[src/rtl/switch_allocator_rr.sv]
// -----------------------------------------------------------------------------
// switch_allocator_rr
//
// Allocates crossbar outputs to input ports for wormhole packets. Each input
// runs a small FSM (IDLE -> REQ -> GRANT -> HELD). Each output has its own
// round-robin arbiter, so a requester waiting on an output is never starved.
// An output stays owned from the winning edge until its owner pulses release.
// INPUTS and OUTPUTS are independent, so non-square routers are supported.
//
// Ports
//   clk           clock, all state updates on the rising edge
//   rst           asynchronous, active-low reset
//   req_valid     [INPUTS]              level request per input
//   req_dest      [INPUTS][DEST_WIDTH]  requested output per input
//   release_i     [INPUTS]              one-cycle pulse after the tail flit
//   grant         [INPUTS]              one-cycle acknowledge (GRANT state)
//   reserved      [INPUTS]              input holds an output (HELD state)
//   route_select  [OUTPUTS][SEL_WIDTH]  owning input per output (crossbar select)
//   output_busy   [OUTPUTS]             output currently owned
//
// "release" is a reserved word in SystemVerilog, so the release port is
// named release_i.
// -----------------------------------------------------------------------------
module switch_allocator_rr #(
    parameter int INPUTS     = 5,
    parameter int OUTPUTS    = 5,
    parameter int DEST_WIDTH = $clog2(OUTPUTS),
    parameter int SEL_WIDTH  = $clog2(INPUTS)
) (
    input  logic                                clk,
    input  logic                                rst,
    input  logic [INPUTS-1:0]                   req_valid,
    input  logic [INPUTS-1:0][DEST_WIDTH-1:0]   req_dest,
    input  logic [INPUTS-1:0]                   release_i,
    output logic [INPUTS-1:0]                   grant,
    output logic [INPUTS-1:0]                   reserved,
    output logic [OUTPUTS-1:0][SEL_WIDTH-1:0]   route_select,
    output logic [OUTPUTS-1:0]                  output_busy
);

    typedef enum logic [1:0] {
        S_IDLE  = 2'd0,
        S_REQ   = 2'd1,
        S_GRANT = 2'd2,
        S_HELD  = 2'd3
    } in_state_e;

    in_state_e                         state_q [INPUTS];
    in_state_e                         state_d [INPUTS];

    logic [OUTPUTS-1:0]                busy_q, busy_d;
    logic [OUTPUTS-1:0][SEL_WIDTH-1:0] sel_q,  sel_d;
    logic [OUTPUTS-1:0][SEL_WIDTH-1:0] ptr_q,  ptr_d;

    logic [OUTPUTS-1:0]                win_vld;
    logic [SEL_WIDTH-1:0]              win_idx [OUTPUTS];
    logic [INPUTS-1:0]                 in_won;
    logic [OUTPUTS-1:0]                rel_clr;

    // Per-output round-robin search. Only free outputs arbitrate, and busy_q is
    // the registered value, so an output freed on this edge cannot be won on
    // the same edge (one bubble cycle). A withdrawing input has req_valid=0 and
    // therefore is never a candidate. Illegal destinations never match any o.
    always_comb begin
        int idx;
        idx     = 0;
        win_vld = '0;
        for (int o = 0; o < OUTPUTS; o++) begin
            win_idx[o] = '0;
            if (!busy_q[o]) begin
                for (int k = 0; k < INPUTS; k++) begin
                    idx = int'(ptr_q[o]) + k;
                    if (idx >= INPUTS) begin
                        idx = idx - INPUTS;
                    end
                    if (!win_vld[o] && (state_q[idx] == S_REQ) && req_valid[idx]
                        && (int'(req_dest[idx]) == o)) begin
                        win_vld[o] = 1'b1;
                        win_idx[o] = SEL_WIDTH'(idx);
                    end
                end
            end
        end
    end

    // Map output winners back to inputs. Each input names a single destination,
    // so at most one output can pick any given input.
    always_comb begin
        in_won = '0;
        for (int i = 0; i < INPUTS; i++) begin
            for (int o = 0; o < OUTPUTS; o++) begin
                if (win_vld[o] && (int'(win_idx[o]) == i)) begin
                    in_won[i] = 1'b1;
                end
            end
        end
    end

    // An output is freed when its recorded owner is in HELD and pulses release.
    always_comb begin
        rel_clr = '0;
        for (int o = 0; o < OUTPUTS; o++) begin
            for (int i = 0; i < INPUTS; i++) begin
                if (busy_q[o] && (int'(sel_q[o]) == i)
                    && (state_q[i] == S_HELD) && release_i[i]) begin
                    rel_clr[o] = 1'b1;
                end
            end
        end
    end

    // Output-side next state. route_select deliberately keeps its value after
    // release; only output_busy says whether the select is meaningful.
    always_comb begin
        int nxt;
        nxt    = 0;
        busy_d = busy_q;
        sel_d  = sel_q;
        ptr_d  = ptr_q;
        for (int o = 0; o < OUTPUTS; o++) begin
            if (rel_clr[o]) begin
                busy_d[o] = 1'b0;
            end
            if (win_vld[o]) begin
                nxt = int'(win_idx[o]) + 1;
                if (nxt >= INPUTS) begin
                    nxt = 0;
                end
                busy_d[o] = 1'b1;
                sel_d[o]  = win_idx[o];
                ptr_d[o]  = SEL_WIDTH'(nxt);
            end
        end
    end

    always_ff @(posedge clk or negedge rst) begin
        if (!rst) begin
            busy_q <= '0;
            sel_q  <= '0;
            ptr_q  <= '0;
        end else begin
            busy_q <= busy_d;
            sel_q  <= sel_d;
            ptr_q  <= ptr_d;
        end
    end

    // Per-input FSM state register.
    always_ff @(posedge clk or negedge rst) begin
        if (!rst) begin
            for (int i = 0; i < INPUTS; i++) begin
                state_q[i] <= S_IDLE;
            end
        end else begin
            state_q <= state_d;
        end
    end

    // Per-input FSM next state and Moore outputs.
    always_comb begin
        grant    = '0;
        reserved = '0;
        for (int i = 0; i < INPUTS; i++) begin
            state_d[i] = state_q[i];
            case (state_q[i])
                S_IDLE: begin
                    if (req_valid[i]) begin
                        state_d[i] = S_REQ;
                    end
                end
                S_REQ: begin
                    if (!req_valid[i]) begin
                        state_d[i] = S_IDLE;
                    end else if (in_won[i]) begin
                        state_d[i] = S_GRANT;
                    end
                end
                S_GRANT: begin
                    grant[i]   = 1'b1;
                    state_d[i] = S_HELD;
                end
                S_HELD: begin
                    reserved[i] = 1'b1;
                    if (release_i[i]) begin
                        state_d[i] = S_IDLE;
                    end
                end
                default: begin
                    state_d[i] = S_IDLE;
                end
            endcase
        end
    end

    assign route_select = sel_q;
    assign output_busy  = busy_q;

endmodule

[config.mk]
export PLATFORM = sky130hd
export DESIGN_NAME = switch_allocator_rr
export DESIGN_NICKNAME = d
export VERILOG_FILES = /design/src/rtl/switch_allocator_rr.sv
export SDC_FILE = /design/constraint.sdc
export NUM_CORES = 1
export LEC_CHECK = 0
export CAP_MARGIN = 20
export CORE_MARGIN = 2
export CORE_UTILIZATION = 63
export CTS_BUF_LIST = sky130_fd_sc_hd__clkbuf_8
export CTS_CLUSTER_DIAMETER = 100
export DETAILED_ROUTE_END_ITERATION = 7
export GPL_TIMING_DRIVEN = 1
export PLACE_DENSITY = 0.93
export SLEW_MARGIN = 20
export SYNTH_ARGS = -nofsm -noshare
export SYNTH_HDL_FRONTEND = slang
export SYNTH_SLANG_ARGS = --single-unit
[constraint.sdc]
create_clock -name clk -period 5.85 [get_ports clk]
set_input_delay 1.17 -clock clk [delete_from_list [all_inputs] [get_ports clk]]
set_output_delay 1.17 -clock clk [all_outputs]
set_load 0.01 [all_outputs]
Yosys cells after proc, flatten, opt, wreduce, memory -nomap -nowiden:

Index checks and enable logic that the tools add are counted.

* register bits after elaboration: 45
* bits in latches: 0
* memory bits (writable): 0
* ROM bits: 0
* input bits: 27
* output and inout port bits: 30
* memories kept: 0

* multiplexer cells: 455
* $add $sub $neg: 50
* shifts and indexed selects: 0
* multipliers: 0
* bitwise operators: 25
* order comparisons: 80
* reductions and logical operators: 220
* divide/modulo/power cells: 0
* eq/ne operators: 115

Operators with widths (number)
* $mux W32: 50
* $ge A32 B4 Y1 const B: 25
* $lt A32 B5 Y1 const B: 25
* $not A32 Y32: 25
* $mux W3: 85
* $bmux W3 S3: 25
* $logic_and A1 B1 Y1: 170
* $mux W1: 170
* $bmux W2 S3: 25
* $mux W2: 70
* $eq A3 B3 Y1 const B: 45
* $ge A4 B3 Y1 const B: 25
* $sub A4 B3 Y5 const B: 20
* $bmux W1 S3: 25
* $eq A2 B1 Y1 const B: 30
* $eq A3 B2 Y1 const B: 15
* $logic_not A3 Y1: 15
* $add A3 B1 Y4 const B: 10
* $add A3 B2 Y4 const B: 10
* $pmux W2 S4: 5
* $add A3 B3 Y4 const B: 5
* $eq A2 B2 Y1 const B: 10
* $logic_not A1 Y1: 20
* $ne A2 B2 Y1 const B: 10
* other kinds (6): 30

Longest topological paths before layout:

Gate-level depths: netlist (run 1).

* depth in word-level cells: 46
* depth in mapped cells: 21

Least setup slack after synthesis (run 1):

OpenSTA, ideal clock, no wires.

* path kind: register -> register
* start: reg ptr_q[9] (netlist name)
* end: reg ptr_q[11] (netlist name)
* arrival time: 4458 ps
* required time: 5767 ps
* cell stages (with the launch flop): 19
* slack: 1310 ps
* path buffers: 3
* cell sequence: dfrtp_1 -> buf_2 -> clkinv_1 -> ha_1 -> clkbuf_1 -> and3b_1 -> a32oi_1 -> and2_1 -> clkbuf_1 -> mux4_2 -> o2bb2ai_1 -> a311oi_2 -> o21ai_0 -> a21oi_1 -> nor2b_1 -> ha_1 -> ha_1 -> or4b_1 -> o21ai_0

RTL lines
* start, declared: line 53 `logic [OUTPUTS-1:0][SEL_WIDTH-1:0] ptr_q, ptr_d;`
* start signal, assigned: line 144 `ptr_q <= ptr_d;`

==> results of run 1 <==
==> cell type report <==
class | instances | area (um2) | share of cell area (%)
multi-input combinational | 1039 | 7380 | 75.5
sequential | 45 | 1130 | 11.5
timing repair buffer | 76 | 708 | 7.25
inverter | 63 | 236 | 2.42
tap | 180 | 225 | 2.30
clock buffer | 6 | 82.6 | 0.845
clock inverter | 2 | 16.3 | 0.166
==> worst max-delay path: stages <==
cell             delay (ns)
clkdlybuf4s50_1        0.62
nor2_1                 0.48
nand3_1                0.28
or3_1                  0.42
a22oi_1                0.30
nor3_1                 0.12
or3_1                  0.37
a41oi_1                0.44
inv_1                  0.16
ha_1                   0.25
inv_1                  0.10
nor2_1                 0.06
a221oi_2               0.39
o2111ai_1              0.30
a22o_1                 0.30
==> through the flow <==
stage,std cells,power [W],cell area (um2),utilization [%]
finish,1411,0.00540,9770,70.4
global route,1411,0.00582,9770,70.4
CTS,1411,0.00525,9770,70.4
detailed placement,1403,0.00500,9670,69.7
global placement,1403,0.00490,9670,69.7
floorplan,1199,0.00390,8980,-
==> cells in the mapped netlist (all sizes together) (10+ instances only) <==
library cell	count
nand4	10
and2	21
o2111ai	12
a31oi	16
a211oi	31
nor2	71
o31ai	13
nand2	124
mux2	12
a21o	11
and3b	14
ha	81
o22ai	17
xnor2	17
a21oi	62
buf	26
nand3	45
inv	60
o21ai	66
nor4	12
nor3	53
or2	22
nand3b	13
mux2i	32
and3	13
dfrtp	45
o211ai	18
nand2b	25
nor3b	11
clkbuf	26
or3	23
nor2b	31
==> logic make-up after synthesis <==
family,Yosys count,synth area share [%]
simple gates,521,31.8
fa+ha+maj,81,11.3
compound gates,365,29.8
flops,45,12.5
xor+xnor,21,2.51
mux,51,6.83
buf+inv,115,5.29
==> power by group through the flow <==
| stage | Sequential [W] | Combinational, W | Clock [W] |
|---|---|---|---|
| 6_report | 0.000683 | 0.00448 | 0.000235 |
| 5_1_grt | 0.000702 | 0.00487 | 0.000242 |
| 4_1_cts | 0.000672 | 0.00435 | 0.000232 |
| 3_5_place_dp | 0.000677 | 0.00432 | 0 |
| 3_3_place_gp | 0.000665 | 0.00424 | 0 |
| 2_1_floorplan | 0.000628 | 0.00327 | 0 |
==> worst min-delay path by stage <==
| stage | start | endpoint | slack (ns) |
|---|---|---|---|
| after floorplan | route_select[5] | route_select[5] | 0.54 |
| after global placement | route_select[8] | route_select[8] | 0.51 |
| after detailed placement | route_select[14] | route_select[14] | 0.53 |
| after CTS | route_select[2] | route_select[2] | 0.56 |
| after global routing | route_select[14] | route_select[14] | 0.58 |
| final | route_select[2] | route_select[2] | 0.54 |
==> per-layer routing <==
metal  global-route usage [%]  up-vias  routed length [um]
met5                        0        -                   0
met4                     16.1        0                1450
met3                     8.44      156                3320
met2                     60.1      715               12800
met1                     51.7     4675               11700
li1                         -     4596                   -
==> results.py, run 1 <==
metrics = {
    "timing": {
        "timing.final.ws_setup_ns": 0.311,
        "period_share_pct": 94.7,
        "min_period_ns": 5.54,
        "rsz0062_at_grt": "no",
        "relSlewSlack_pct": 36.7,
        "fmax_mhz": 181,
        "worst_slew_pin_slew_ns": 0.938,
        "hold_viol": 0,
        "slew_violations": 0,
        "holdWs_ns": 0.542,
        "tns_ns": 0,
        "finalSetupViolations": 0,
        "fin_skew_ns": 0.00748,
    },
    "clock_network": {
        "clk_latency_ns": 0.33,
        "clockBufferDepth": 2,
        "clkSinkCount": 45,
        "post_cts_resized": 0,
        "root_buffer": "clkbuf_8",
        "cts_made_buffers": 5,
        "cts_setup_buffers": 0,
        "ctsHoldBuffers": 0,
        "h-tree-depth": 2,
        "cts_tree": "yes",
        "path_clk_slew_ns": 0.10,
    },
    "place": {
        "io_buffers": 56,
        "post-dp-hpwl_um": 22600,
        "post-place-ws_ns": 0.230,
        "gp_congestion": 1.07,
    },
    "power": {
        "p_switching_w": 0.00310,
        "pwr-share-seq_pct": 12.6,
        "power.share.clock_pct": 4.3,
        "powerDensity_mw_per_mm2": 553,
        "p_sw_share_pct": 57.4,
        "p_int_w": 0.00230,
        "ir_drop_mv": 0.337,
        "combPwrFrac_pct": 83.0,
        "power.leakage_nw": 3.96,
    },
    "cells_and_area": {
        "final_cell_mix": "nand2_1 (123), ha_1 (81), nor2_1 (71)",
        "fill_cells": 1176,
        "syn2layout_area_growth_pct": 8.83,
        "n_antenna_cell": 0,
        "drive_above_1_share_pct": 8.94,
        "final_common_cell": "nand2_1",
        "nets": 1338,
    },
    "worst_setup_path": {
        "startpoint": "req_dest[10]",
        "reg2reg_depth": 18,
        "crit_arrival_ns": 5.77,
        "worstPathRequired_ns": 6.08,
        "critPathCaptureType": "register",
        "path_class": "in2reg",
        "start_kind": "input port",
        "worstPathMaxFanout": 9,
        "r2r_start": "ptr_q[13]",
        "ff2ff_setup_slack_ns": 0.52,
    },
    "yosys": {
        "ys_types": 103,
        "synth_fp_nets": 1307,
        "netlist_instances": 1199,
        "yosysSeqAreaShare_pct": 12.5,
        "synth_top_cell_by_area": "dfrtp_1",
        "syn_avg_cell_area_um2": 7.49,
        "syn_area_mm2": 0.00898,
        "ys_seq_elements": 45,
        "yosysWarnings": 0,
        "async_flop_share_pct": 100,
        "synth_area_leaders": "dfrtp_1 (13%), ha_1 (11%), nand2_1 (5.1%)",
        "synth_edf_count": 0,
        "yosys.area.top_type_share_pct": 12.5,
        "ys.flop_type": "dfrtp_1",
    },
    "status": {
        "violations": "design-rule violations",
        "status": "finished, violations left",
    },
    "floorplan": {
        "ios": 57,
        "die_h_um": 123,
        "rows": 43,
        "coreArea_mm2": 0.0139,
        "die_area_mm2": 0.0152,
        "die_w_um": 123,
        "start_util_pct": 64.7,
    },
    "global_route": {
        "grt_overflow": 0,
        "grt_pass1_wl_um": 46600,
        "track_usage_pct": 38.6,
        "antenna_found_initial": 0,
        "grt_pass1_vias": 9146,
        "grt_max_degree": 46,
    },
    "hold_path": {
        "hp-class": "reg2reg",
        "hold_depth": 2,
    },
    "route": {
        "ant_nets": 0,
        "via_per_inst": 7.19,
        "drt_pass1_iterations": 8,
        "wirelength_um": 29300,
        "drt_iter0_markers": 1531,
        "drcViolationCount": 8,
        "vias": 10142,
        "wl_per_cell_um": 20.7,
    },
    "run": {
        "drv_cap": 0,
    },
}
Power figures use the tool's default switching activity.
==> run 2: changes to the inputs <==
GPL_ROUTABILITY_DRIVEN = 0   (was not set)
==> results.py, run 2 (synthesis results as in run 1) <==
metrics = {
    "cells_and_area": {
        "nets": 1332,
        "final_cell_mix": "nand2_1 (123), ha_1 (81), nor2_1 (71)",
        "final_common_cell": "nand2_1",
        "design_area_mm2": 0.00975,
        "syn2layout_area_growth_pct": 8.61,
        "finalNonFillerCells": 1405,
        "drive_above_1_share_pct": 8.49,
        "n_antenna_cell": 0,
    },
    "timing": {
        "tns_ns": 0,
        "period_share_pct": 94.9,
        "holdWs_ns": 0.545,
        "rsz0062_at_grt": "no",
        "min_period_ns": 5.55,
        "fmax_mhz": 180,
        "finalSetupViolations": 0,
        "fin_skew_ns": 0.0150,
        "worst_slew_pin_slew_ns": 1.16,
        "relSlewSlack_pct": 21.5,
        "slew_violations": 0,
        "hold_viol": 0,
    },
    "route": {
        "drt_pass1_iterations": 8,
        "wirelength_um": 29400,
        "wl_per_cell_um": 20.9,
        "drcViolationCount": 17,
        "ant_nets": 0,
        "via_per_inst": 7.33,
        "vias": 10300,
        "drt_iter0_markers": 1929,
    },
    "global_route": {
        "grt_pass1_wl_um": 45400,
        "use_met2_pct": 58.2,
        "grt_pass1_vias": 9162,
        "grtUsageMet1_pct": 49.4,
        "grt_overflow": 0,
        "antenna_found_initial": 0,
        "track_usage_pct": 37.6,
        "gr-max-usage-layer": "met2",
        "grt_max_degree": 46,
        "use_met3_pct": 7.52,
    },
    "place": {
        "placed_area_mm2": 0.00963,
        "dp_cells": 1397,
        "io_buffers": 56,
        "post-dp-hpwl_um": 22000,
    },
    "status": {
        "status": "finished, violations left",
        "violations": "design-rule violations",
    },
    "power": {
        "powerDensity_mw_per_mm2": 562,
        "ir_drop_mv": 0.359,
        "power.leakage_nw": 3.95,
        "power.total_w": 0.00548,
    },
    "clock_network": {
        "clkSinkCount": 45,
        "h-tree-depth": 2,
        "path_clk_slew_ns": 0.11,
        "cts_tree": "yes",
        "root_buffer": "clkbuf_8",
        "clockBufferDepth": 2,
        "post_cts_resized": 0,
        "cts_setup_buffers": 0,
        "clk_latency_ns": 0.34,
        "cts_made_buffers": 5,
        "ctsHoldBuffers": 0,
    },
    "worst_setup_path": {
        "start_kind": "input port",
        "worstPathRequired_ns": 6.08,
        "critPathMaxStageDelay_ns": 0.66,
        "critPathCaptureType": "register",
        "cp.buffers_inverters": 3,
        "path_class": "in2reg",
        "crit_chain": "clkdlybuf4s50_1 -> nor2_1 -> nand3_1 -> or3_1 -> a22oi_1 -> nor3_1 -> or3_1 -> a41oi_1 -> inv_1 -> ha_1 -> inv_1 -> nor2_1 -> a221oi_2 -> o2111ai_1 -> a22o_1",
        "worstPathMaxFanout": 9,
        "crit_family": "simple AND/OR/NAND/NOR gates",
        "crit_arrival_ns": 5.78,
        "cp_slowest_cell": "clkdlybuf4s50_1",
    },
    "floorplan": {
        "coreArea_mm2": 0.0139,
        "die_h_um": 123,
        "start_util_pct": 64.7,
        "die_w_um": 123,
        "ios": 57,
        "die_area_mm2": 0.0152,
        "rows": 43,
    },
    "run": {
        "drv_cap": 0,
    },
    "hold_path": {
        "hp-class": "reg2reg",
    },
}
## run 2: cell types whose count changed in the layout (fill, tap and decap cells not counted)
cell        before  now
inv_6            1    0
o21ai_0         61   62
clkinvlp_4       1    0
inv_8            0    1
buf_4           21   15
o21ai_1          4    3
bufinv_16        0    1
## run 2: path summary, 6_finish.rpt
check | start | endpoint | slack (ns) | depth (start not counted)
min in group asynchronous | rst | route_select[1] | 0.84 | 1
max reg2reg | ptr_q[9] | register | 0.54 | 16
max | req_dest[10] | register | 0.30 | 15
min | route_select[5] | route_select[5] | 0.55 | 2
max in group asynchronous | rst | async pin | 4.60 | 1
min reg2reg | route_select[5] | route_select[5] | 0.55 | 2
## run 2: per-stage QoR
| step | setup slack, ns | util (%) |
|---|---|---|
| after detailed placement | 0.213 | 69.4 |
| final | 0.300 | 70.3 |
| after floorplan | 1.31 | - |
| after global routing | 0.216 | 70.3 |
| after CTS | 0.567 | 70.3 |
| after global placement | 0.420 | 69.4 |
## run 2: layout make-up
| cell class | count | area (um2) |
|---|---|---|
| tap | 180 | 225 |
| clock buffer | 6 | 82.6 |
| clock inverter | 2 | 41.3 |
| multi-input combinational | 1039 | 7380 |
| inverter | 63 | 236 |
| sequential | 45 | 1130 |
| timing repair buffer | 70 | 663 |
| fill | 1102 | 4130 |
## run 2: worst min-delay path: cells and delay by family, from the launching register on
family        cells  cell delay (ns)
flops             1             0.39
simple gates      2             0.12
## run 2: where the power goes
part | leakage, nW | switching (W) | internal, W
clock | 0.0633 | 0.000144 | 0.000143
sequential | 0.559 | 0.000242 | 0.000451
combinational | 3.33 | 0.00276 | 0.00174
## run 2: routing by layer
metal  wire length, um  share of wire, %
met1             11100                38
met2             12600                43
met3              3800                13
met4              1860               6.3
met5                24             0.082
